File: src/rtl/csr_access_sequencer.sv
// CSR access sequencer: arbitrates CSR requests and runs each as an atomic read-then-modify-write
// with the old value returned on a response handshake. Optional debug requester: CSR_DBG_PORT_EN.
module csr_access_sequencer #(
  parameter int ADDR_W = 12,
  parameter int WID_W  = 2,
  parameter int UUID_W = 44,
  parameter int DATA_W = 32
) (
  input  logic              clk,
  input  logic              reset,

  input  logic              req_valid,
  output logic              req_ready,
  input  logic [1:0]        req_op,
  input  logic [ADDR_W-1:0] req_addr,
  input  logic [WID_W-1:0]  req_wid,
  input  logic [UUID_W-1:0] req_uuid,
  input  logic [DATA_W-1:0] req_data,

`ifdef CSR_DBG_PORT_EN
  input  logic              dbg_req_valid,
  output logic              dbg_req_ready,
  input  logic [1:0]        dbg_req_op,
  input  logic [ADDR_W-1:0] dbg_req_addr,
  input  logic [WID_W-1:0]  dbg_req_wid,
  input  logic [UUID_W-1:0] dbg_req_uuid,
  input  logic [DATA_W-1:0] dbg_req_data,
`endif

  output logic              read_enable,
  output logic [ADDR_W-1:0] read_addr,
  output logic [WID_W-1:0]  read_wid,
  output logic [UUID_W-1:0] read_uuid,
  input  logic [DATA_W-1:0] read_data,

  output logic              write_enable,
  output logic [ADDR_W-1:0] write_addr,
  output logic [WID_W-1:0]  write_wid,
  output logic [UUID_W-1:0] write_uuid,
  output logic [DATA_W-1:0] write_data,

  output logic              rsp_valid,
  input  logic              rsp_ready,
  output logic              rsp_src,
  output logic [DATA_W-1:0] rsp_data,
  output logic [WID_W-1:0]  rsp_wid,
  output logic [UUID_W-1:0] rsp_uuid,

  output logic              busy
);

  typedef enum logic [1:0] {
    S_IDLE  = 2'd0,
    S_READ  = 2'd1,
    S_WRITE = 2'd2,
    S_RESP  = 2'd3
  } state_t;

  localparam logic [1:0] OP_RW = 2'b00;
  localparam logic [1:0] OP_RS = 2'b01;
  localparam logic [1:0] OP_RC = 2'b10;

  state_t              r_state;
  state_t              w_state_nxt;

  logic [1:0]          r_op;
  logic [ADDR_W-1:0]   r_addr;
  logic [WID_W-1:0]    r_wid;
  logic [UUID_W-1:0]   r_uuid;
  logic [DATA_W-1:0]   r_data;
  logic [DATA_W-1:0]   r_old;
  logic [DATA_W-1:0]   r_new;

  logic                w_idle_ok;
  logic                w_any_valid;
  logic                w_accept;
  logic                w_wr_suppress;
  logic [DATA_W-1:0]   w_new;
  logic [1:0]          w_sel_op;
  logic [ADDR_W-1:0]   w_sel_addr;
  logic [WID_W-1:0]    w_sel_wid;
  logic [UUID_W-1:0]   w_sel_uuid;
  logic [DATA_W-1:0]   w_sel_data;

  // Nothing is granted while reset is high, so no request can be lost to a reset edge.
  assign w_idle_ok = (r_state == S_IDLE) && !reset;
  assign w_accept  = w_idle_ok && w_any_valid;

`ifdef CSR_DBG_PORT_EN
  logic r_last_dbg;
  logic r_src;
  logic w_sel_dbg;

  // Debug wins when it is the only requester or when the pipeline was granted last.
  assign w_sel_dbg   = dbg_req_valid && (!req_valid || !r_last_dbg);
  assign w_any_valid = req_valid || dbg_req_valid;

  assign w_sel_op    = w_sel_dbg ? dbg_req_op   : req_op;
  assign w_sel_addr  = w_sel_dbg ? dbg_req_addr : req_addr;
  assign w_sel_wid   = w_sel_dbg ? dbg_req_wid  : req_wid;
  assign w_sel_uuid  = w_sel_dbg ? dbg_req_uuid : req_uuid;
  assign w_sel_data  = w_sel_dbg ? dbg_req_data : req_data;

  assign req_ready     = w_idle_ok && req_valid && !w_sel_dbg;
  assign dbg_req_ready = w_idle_ok && w_sel_dbg;

  always_ff @(posedge clk) begin
    if (reset) begin
      r_last_dbg <= 1'b1;
      r_src      <= 1'b0;
    end else if (w_accept) begin
      r_last_dbg <= w_sel_dbg;
      r_src      <= w_sel_dbg;
    end
  end

  assign rsp_src = r_src;
`else
  assign w_any_valid = req_valid;

  assign w_sel_op    = req_op;
  assign w_sel_addr  = req_addr;
  assign w_sel_wid   = req_wid;
  assign w_sel_uuid  = req_uuid;
  assign w_sel_data  = req_data;

  assign req_ready   = w_idle_ok && req_valid;
  assign rsp_src     = 1'b0;
`endif

  // NOTE: every variable written in an always_comb gets a default first, so no path infers a latch.
  always_comb begin
    w_new         = r_data;
    w_wr_suppress = 1'b0;
    case (r_op)
      OP_RW: begin
        w_new = r_data;
      end
      OP_RS: begin
        w_new         = read_data | r_data;
        w_wr_suppress = (r_data == '0);
      end
      OP_RC: begin
        w_new         = read_data & ~r_data;
        w_wr_suppress = (r_data == '0);
      end
      default: begin
        w_new         = read_data;
        w_wr_suppress = 1'b1;
      end
    endcase
  end

  always_comb begin
    w_state_nxt  = r_state;
    read_enable  = 1'b0;
    write_enable = 1'b0;
    rsp_valid    = 1'b0;
    busy         = (r_state != S_IDLE);
    case (r_state)
      S_IDLE: begin
        if (w_accept) w_state_nxt = S_READ;
      end
      S_READ: begin
        read_enable = 1'b1;
        w_state_nxt = w_wr_suppress ? S_RESP : S_WRITE;
      end
      S_WRITE: begin
        // A reset arriving in this cycle must keep the write from landing.
        write_enable = !reset;
        w_state_nxt  = S_RESP;
      end
      S_RESP: begin
        rsp_valid = !reset;
        if (rsp_ready) w_state_nxt = S_IDLE;
      end
      default: begin
        w_state_nxt = S_IDLE;
      end
    endcase
  end

  // NOTE: state and data registers use non-blocking assignments only; reset is synchronous and
  // also clears the holding register so every address/data output reads 0 out of reset.
  always_ff @(posedge clk) begin
    if (reset) begin
      r_state <= S_IDLE;
    end else begin
      r_state <= w_state_nxt;
    end
  end

  always_ff @(posedge clk) begin
    if (reset) begin
      r_op   <= '0;
      r_addr <= '0;
      r_wid  <= '0;
      r_uuid <= '0;
      r_data <= '0;
      r_old  <= '0;
      r_new  <= '0;
    end else begin
      if (w_accept) begin
        r_op   <= w_sel_op;
        r_addr <= w_sel_addr;
        r_wid  <= w_sel_wid;
        r_uuid <= w_sel_uuid;
        r_data <= w_sel_data;
      end
      if (r_state == S_READ) begin
        r_old <= read_data;
        r_new <= w_new;
      end
    end
  end

  assign read_addr  = r_addr;
  assign read_wid   = r_wid;
  assign read_uuid  = r_uuid;

  assign write_addr = r_addr;
  assign write_wid  = r_wid;
  assign write_uuid = r_uuid;
  assign write_data = r_new;

  assign rsp_data   = r_old;
  assign rsp_wid    = r_wid;
  assign rsp_uuid   = r_uuid;

endmodule

File: config.mk
export PLATFORM = sky130hd
export DESIGN_NAME = csr_access_sequencer
export DESIGN_NICKNAME = d
export VERILOG_FILES = /design/src/rtl/csr_access_sequencer.sv
export SDC_FILE = /design/constraint.sdc
export NUM_CORES = 1
export LEC_CHECK = 0
export BUFFER_PORTS_ARGS = -buffer_cell sky130_fd_sc_hd__buf_2
export CAP_MARGIN = 0
export CORE_AREA = 2 2 142 144
export CTS_BUF_LIST = sky130_fd_sc_hd__clkbuf_4 sky130_fd_sc_hd__clkbuf_8 sky130_fd_sc_hd__clkbuf_16
export DETAILED_ROUTE_END_ITERATION = 16
export DIE_AREA = 0 0 144 146
export PLACE_DENSITY = 0.66
export SYNTH_ARGS = -nofsm -noshare
export SYNTH_HDL_FRONTEND = slang
export SYNTH_SLANG_ARGS = --single-unit
File: constraint.sdc
create_clock -name clk -period 3.7 [get_ports clk]
set_input_delay 0.74 -clock clk [delete_from_list [all_inputs] [get_ports clk]]
set_output_delay 0.74 -clock clk [all_outputs]
set_load 0.03 [all_outputs]
Word level (Yosys, flattened, before mapping)

Cells that the tools add are included.

Eq/ne operators: 7
Muxes and demuxes: 9
Bitwise operators: 3
Reduce and logical (&&, ||, !) cells: 9

Operators by type and width:

| cell                                                            | count |
|---|---|
| 32-bit case mux with 3 select lines                             | 1 |
| 32-bit bitwise AND                                              | 1 |
| 32-bit zero test                                                | 1 |
| 32-bit inverter                                                 | 1 |
| 32-bit OR                                                       | 1 |
| 2-bit case mux with 4 select lines                              | 1 |
| 2-bit == test, second input constant                            | 3 |
| 2-bit by 1-bit == test with 1-bit output, second input constant | 2 |
| 2-bit zero test                                                 | 2 |
| 1-bit 2-to-1 mux                                                | 4 |
| 2-bit 2-to-1 mux                                                | 2 |
| 2-bit != test, second input constant                            | 2 |
| 1-bit logical AND                                               | 2 |
| 1-bit case mux with 2 select lines                              | 1 |
| 2-bit AND reduction                                             | 1 |
| 2-bit nonzero test                                              | 1 |
| 2-bit OR reduction                                              | 1 |
| 1-bit zero test                                                 | 1 |

Flip-flop bits (word level): 158
Input bits: 128
Logic and storage cells: 36

Depth between registers and ports, before layout

Gate-level depths: netlist of run 1.

Depth in word-level cells: 5
Mapped depth: 7
Depth with buffers taken out: 6

Worst setup path after synthesis of run 1

OpenSTA, ideal clock, no wires.

Path type: input to output
Start: input port reset
End: output port req_ready
Data arrival time: 1744 ps
Data required time: 2960 ps
Setup slack: 1216 ps
Cell stages on the path: 4
Path buffers: 3
Path through: clkbuf_1 clkbuf_1 clkbuf_1 nor2_1

Cells in the longest elaborated chain, start to end: 3

Ends and longest elaborated chain:

| what              | line | RTL |
|---|---|---|
| start, declared   | 10   | `input logic reset,` |
| 1-bit zero test   | 86   | `assign w_idle_ok = (r_state == S_IDLE) && !reset;` |
| 1-bit logical AND | 86   |  |
| 1-bit logical AND | 127  | `assign req_ready = w_idle_ok && req_valid;` |
| end, declared     | 13   | `output logic req_ready,` |

Every way passes these cells.

Worst setup path after layout of run 1

Start: register r_state[0]
End: output port req_ready

Cells in the longest elaborated chain, start to end: 3

Ends and longest elaborated chain:

| what                   | line | RTL |
|---|---|---|
| start, declared        | 63   | `state_t r_state;` |
| start signal, assigned | 189  | `r_state <= w_state_nxt;` |
| 2-bit zero test        | 86   |  |
| 1-bit logical AND      | 86   |  |
| 1-bit logical AND      | 127  |  |

Every way passes these cells.

==> flow_metrics.py, run 1 <==
metrics = {
    "synth": {
        "synth_common_cells": "nand2_1 (188), dfxtp_1 (158), buf_4 (105), a21oi_1 (94), nor2_1 (69)",
        "synthAdderAreaFrac": 0.0162,
        "yosysUniqueCellTypes": 26,
        "synthSimpleGateAreaFrac": 0.184,
        "async_flop_share": 0,
        "yosysWarningCount": 0,
        "yosysMostFrequentCell": "nand2_1",
        "yosysTopAreaCell": "dfxtp_1",
        "yosysSeqAreaShare": 0.455,
        "synth_edf_count": 0,
        "synth-seq-cells": 158,
        "synth-xor-area-share": 0,
        "syn-num-nets": 975,
        "ys.flop_type": "dfxtp_1",
        "synth_compound_area_frac": 0.143,
        "yosys-top-cells-area": "dfxtp_1 (45%), buf_4 (11%), nand2_1 (10%)",
        "synth_top_family_by_area": "simple AND/OR/NAND/NOR gates",
        "syn_area_um2": 6960,
        "synth_top_area_frac": 0.455,
        "synthMuxAreaShare": 0.0521,
        "syn_inst": 838,
        "syn_area_per_cell_um2": 8.30,
    },
    "clock_network": {
        "insertion_delay_ps": 410,
        "cts.sink_count": 158,
        "clk_pin_slew_ps": 70,
        "cts_hold_buf": 0,
        "ctsHtreeMaxLevel": 4,
        "cts-root-buf": "clkbuf_16",
        "numCtsBuffers": 17,
        "post_cts_buffers": 0,
        "cts_tree": "yes",
        "clockBufferDepth": 2,
        "cts_resized": 0,
    },
    "sta": {
        "tightest_slew_ps": 759,
        "clock.fmax_mhz": 378,
        "hold_viol_final": 0,
        "min_period_ps": 2650,
        "setup_viol": 0,
        "finalSetupTns_ps": 0,
        "post-route-period-util": 0.715,
        "rsz0062_at_grt": "false",
        "maxSlewViolCount": 0,
        "finalClockSkew_ps": 7.01,
        "slew_headroom": 0.494,
    },
    "setup_path": {
        "crit_type": "flip-flop to primary output",
        "endpoint_kind": "primary output",
        "crit_path_start_kind": "flip-flop",
        "cp.arrival_ps": 1910,
        "critPathMaxFanout": 39,
        "critPathRequiredTime_ps": 2960,
    },
    "power": {
        "clkPwrFrac": 0.228,
        "seqPwrFrac": 0.326,
        "p_sw_frac": 0.451,
        "p_leak_uw": 0.00415,
        "p_per_area_nw_per_um2": 847,
        "internal_power_uw": 4060,
        "combPwrFrac": 0.447,
        "vdd_drop_max_mv": 0.370,
        "p_switching_uw": 3330,
    },
    "floorplan": {
        "die_y_um": 146,
        "row_count": 51,
        "ios": 360,
        "die_w_um": 144,
        "fp.dieArea_um2": 21000,
        "fp.coreArea_um2": 19300,
        "start_util": 0.360,
    },
    "outcome": {
        "status": "finished, final reports clean",
    },
    "global_route": {
        "grt_overflow": 0,
        "antenna_found_initial": 1,
        "grt_max_degree": 73,
        "track_usage": 0.185,
        "grt_pass1_vias": 5489,
        "grt_pass1_wl_um": 30400,
    },
    "route": {
        "ant_nets": 0,
        "vias_per_cell": 4.70,
        "first_iter_violations": 255,
        "drt_pass1_iterations": 5,
        "wl_per_cell_um": 15.5,
        "drc": 0,
        "wl_um": 20800,
        "num_vias": 6278,
    },
    "layout": {
        "stdcell_count": 1337,
        "areaGrowthSynthToFinish_pct": 25.5,
        "fin_nets": 1196,
        "fill_cells": 1966,
        "drive_gt1_frac": 0.378,
        "multi_input_area_um2": 2790,
        "seq_area_um2": 3160,
        "insertedDiodeCount": 0,
    },
    "placed_design": {
        "finalWeightedCongestion": 0.809,
        "post-place-cells": 1305,
        "dp_hpwl_um": 15000,
        "port_buffers": 358,
    },
    "min_path": {
        "hold_class": "flip-flop to flip-flop",
    },
    "flow_run": {
        "maxCapViolCount": 0,
    },
}
worst max-delay path: stages, from the launching register on:
cell     delay (ps)
dfxtp_1         430
inv_1           140
ha_1            290
nand2_4         380
nor2_1           70
buf_2           190
cells by family (layout without fill, tap and decap cells):
group,count (synthesis),count (layout)
adders and majority gates,9,9
and+or+nand+nor,307,307
other,1,1
muxes,36,36
buffers and inverters,169,403
DFF,158,158
AOI/OAI and AO/OA,158,158
power by group through the flow:
stage	clock network, uW	logic [uW]	registers, uW
3_5_place_dp	0	3330	2440
5_1_grt	1800	3570	2470
4_1_cts	1730	3330	2410
3_3_place_gp	0	3310	2430
6_report	1680	3300	2410
2_1_floorplan	0	2010	3020
state kept, by name, indices dropped and copies added (netlist names):
| register | flops |
|---|---|
| read_wid | 2 |
| read_addr | 12 |
| r_data | 32 |
| rsp_data | 32 |
| read_uuid | 44 |
| r_state | 2 |
| r_op | 2 |
| write_data | 32 |
metal layers:
layer  global-route usage  wire, um
met2                0.304     10100
met1                0.236      9050
met4               0.0574       301
met5                    0        13
met3               0.0513      1320
worst paths after layout:
check,slack (ps),from,cells after the start,end
max,1050,r_state[0]$_SDFFE_PP0P_,5,req_ready
min,470,read_addr[3]$_SDFFE_PP0P_,2,read_addr[3]$_SDFFE_PP0P_
max reg2reg,1330,r_state[1]$_SDFFE_PP0P_,6,r_state[0]$_SDFFE_PP0P_
min reg2reg,470,read_addr[3]$_SDFFE_PP0P_,2,read_addr[3]$_SDFFE_PP0P_
stage by stage:
stage	hold slack [ps]	cell area, um2	setup slack, ps	total power (uW)	util
after floorplan	453	6960	1220	5040	-
after global placement	451	8170	1400	5740	0.422
after detailed placement	460	8170	1360	5770	0.422
after CTS	468	8730	1010	7480	0.452
after global routing	499	8730	913	7840	0.452
final	466	8730	1050	7400	0.452
area by class of cell:
| cell class | instances | area share |
|---|---|---|
| sequential | 158 | 0.362 |
| multi-input combinational | 511 | 0.319 |
| timing repair buffer | 366 | 0.214 |
| clock buffer | 20 | 0.0520 |
| tap | 265 | 0.0380 |
| clock inverter | 12 | 0.0129 |
| inverter | 5 | 0.00215 |
layout by cell type, fill, tap and decap left out, drive strengths merged, types with 3 or more instances in the layout:
cell	count
buf	366
nand2	188
dfxtp	158
a21oi	94
nor2	69
mux2i	34
nand2b	31
a32oi	31
a211oi	31
clkbuf	20
ha	9
inv	7
clkinv	7
nor4	6
nor2b	4
or3	3
Note: power is estimated with default switching activity, not from simulation.
==> run 2, diff against run 1 <==
PLACE_DENSITY = 0.68   (was 0.66)
clock period = 2.4 ns   (was 3.7 ns; I/O delays follow)
==> flow_metrics.py, run 2 (synthesized netlist as in run 1, its figures left out) <==
metrics = {
    "route": {
        "ant_nets": 0,
        "wl_per_cell_um": 15.6,
        "vias_per_cell": 4.69,
        "num_vias": 6283,
        "drt_pass1_iterations": 5,
        "drc": 0,
        "first_iter_violations": 225,
        "wl_um": 20800,
    },
    "sta": {
        "holdWs_ps": 294,
        "finalClockSkew_ps": 13.6,
        "post-route-period-util": 0.896,
        "clock.fmax_mhz": 465,
        "hold_viol_final": 0,
        "setup_viol": 0,
        "finalSetupTns_ps": 0,
        "maxSlewViolCount": 0,
        "min_period_ps": 2150,
        "rsz0062_at_grt": "false",
        "tightest_slew_ps": 594,
        "slew_headroom": 0.604,
    },
    "placed_design": {
        "port_buffers": 358,
        "post-place-cells": 1308,
        "finalWeightedCongestion": 0.749,
        "dp_hpwl_um": 15100,
    },
    "layout": {
        "final_cell_mix": "buf_2 (357), nand2_1 (187), dfxtp_1 (158), a21oi_1 (94), nor2_1 (68)",
        "multi_input_area_um2": 2790,
        "layout_commonest_cell": "buf_2",
        "largest_reg_flops": 44,
        "fin_nets": 1199,
        "fill_cells": 1976,
        "areaGrowthSynthToFinish_pct": 26.0,
        "insertedDiodeCount": 0,
        "seq_area_um2": 3160,
        "stdcell_count": 1339,
        "drive_gt1_frac": 0.379,
    },
    "global_route": {
        "grt_max_degree": 83,
        "grt_pass1_vias": 5699,
        "track_usage": 0.191,
        "antenna_found_initial": 1,
        "grt_overflow": 0,
        "grt_pass1_wl_um": 31500,
    },
    "clock_network": {
        "clockBufferDepth": 2,
        "ctsHtreeMaxLevel": 4,
        "cts.sink_count": 158,
        "cts_tree": "yes",
        "cts-root-buf": "clkbuf_16",
        "insertion_delay_ps": 420,
        "clk_pin_slew_ps": 60,
        "post_cts_buffers": 0,
        "numCtsBuffers": 17,
        "cts_hold_buf": 0,
        "cts_resized": 0,
    },
    "min_path": {
        "hold_class": "input port to flip-flop",
    },
    "floorplan": {
        "start_util": 0.360,
        "fp.dieArea_um2": 21000,
        "fp.coreArea_um2": 19300,
        "die_y_um": 146,
        "die_w_um": 144,
        "ios": 360,
        "row_count": 51,
    },
    "setup_path": {
        "crit_type": "flip-flop to primary output",
        "crit_path_start_kind": "flip-flop",
        "critPathMaxFanout": 26,
        "endpoint_kind": "primary output",
        "r2r_slack_ps": 500,
        "cp.arrival_ps": 1670,
        "critPathRequiredTime_ps": 1920,
    },
    "outcome": {
        "status": "finished, final reports clean",
    },
    "power": {
        "total_power_uw": 11400,
        "p_per_area_nw_per_um2": 1310,
        "vdd_drop_max_mv": 0.472,
        "p_leak_uw": 0.00417,
    },
    "flow_run": {
        "maxCapViolCount": 0,
    },
}
-- run 2: cell count changes in the layout (fill, tap and decap cells not counted), sizes merged --
cell	change
clkinv	-2
inv	-1
buf	+3
clkbuf	+1
clkinvlp	+1
-- run 2: routing by layer --
| metal | share of wire | wire length (um) | up-vias | track usage |
|---|---|---|---|---|
| li1 | - | - | 3143 | - |
| met1 | 0.43 | 8920 | 2895 | 0.244 |
| met2 | 0.50 | 10400 | 233 | 0.324 |
| met3 | 0.063 | 1310 | 10 | 0.0497 |
| met4 | 0.0073 | 152 | 2 | 0.0382 |
| met5 | 0.00077 | 16 | - | 0 |
-- run 2: path summary, 6_finish.rpt --
kind / start / to / cells after the start
min: req_addr[3] / read_addr[3]$_SDFFE_PP0P_ / 3
max reg2reg: r_op[1]$_SDFFE_PP0P_ / r_state[0]$_SDFFE_PP0P_ / 6
max: r_state[1]$_SDFFE_PP0P_ / read_enable / 4
min reg2reg: read_addr[9]$_SDFFE_PP0P_ / read_addr[9]$_SDFFE_PP0P_ / 2
-- run 2: power by group --
group	switching (uW)	leakage, uW	internal [uW]	total [uW]
registers	471	0.00130	3250	3720
clock network	1070	0.000272	1500	2560
logic	3590	0.00260	1570	5160
-- run 2: cell type report --
cell class | instances | area share
clock buffer | 21 | 0.0534
clock inverter | 10 | 0.0103
inverter | 5 | 0.00214
multi-input combinational | 511 | 0.318
sequential | 158 | 0.361
tap | 265 | 0.0378
timing repair buffer | 369 | 0.218
-- run 2: per-stage QoR --
| step | instance area (um2) | setup WS, ps | utilization |
|---|---|---|---|
| 3_5_place_dp | 8210 | 431 | 0.425 |
| 6_report | 8770 | 249 | 0.454 |
| 2_1_floorplan | 6960 | 420 | - |
| 5_1_grt | 8770 | 165 | 0.454 |
| 3_3_place_gp | 8210 | 456 | 0.425 |
| 4_1_cts | 8770 | 238 | 0.454 |
-- run 2: critical path, stage by stage (launching register included) --
cell     delay [ps]
dfxtp_1         350
inv_1           140
ha_4            180
buf_4           320
buf_2           270
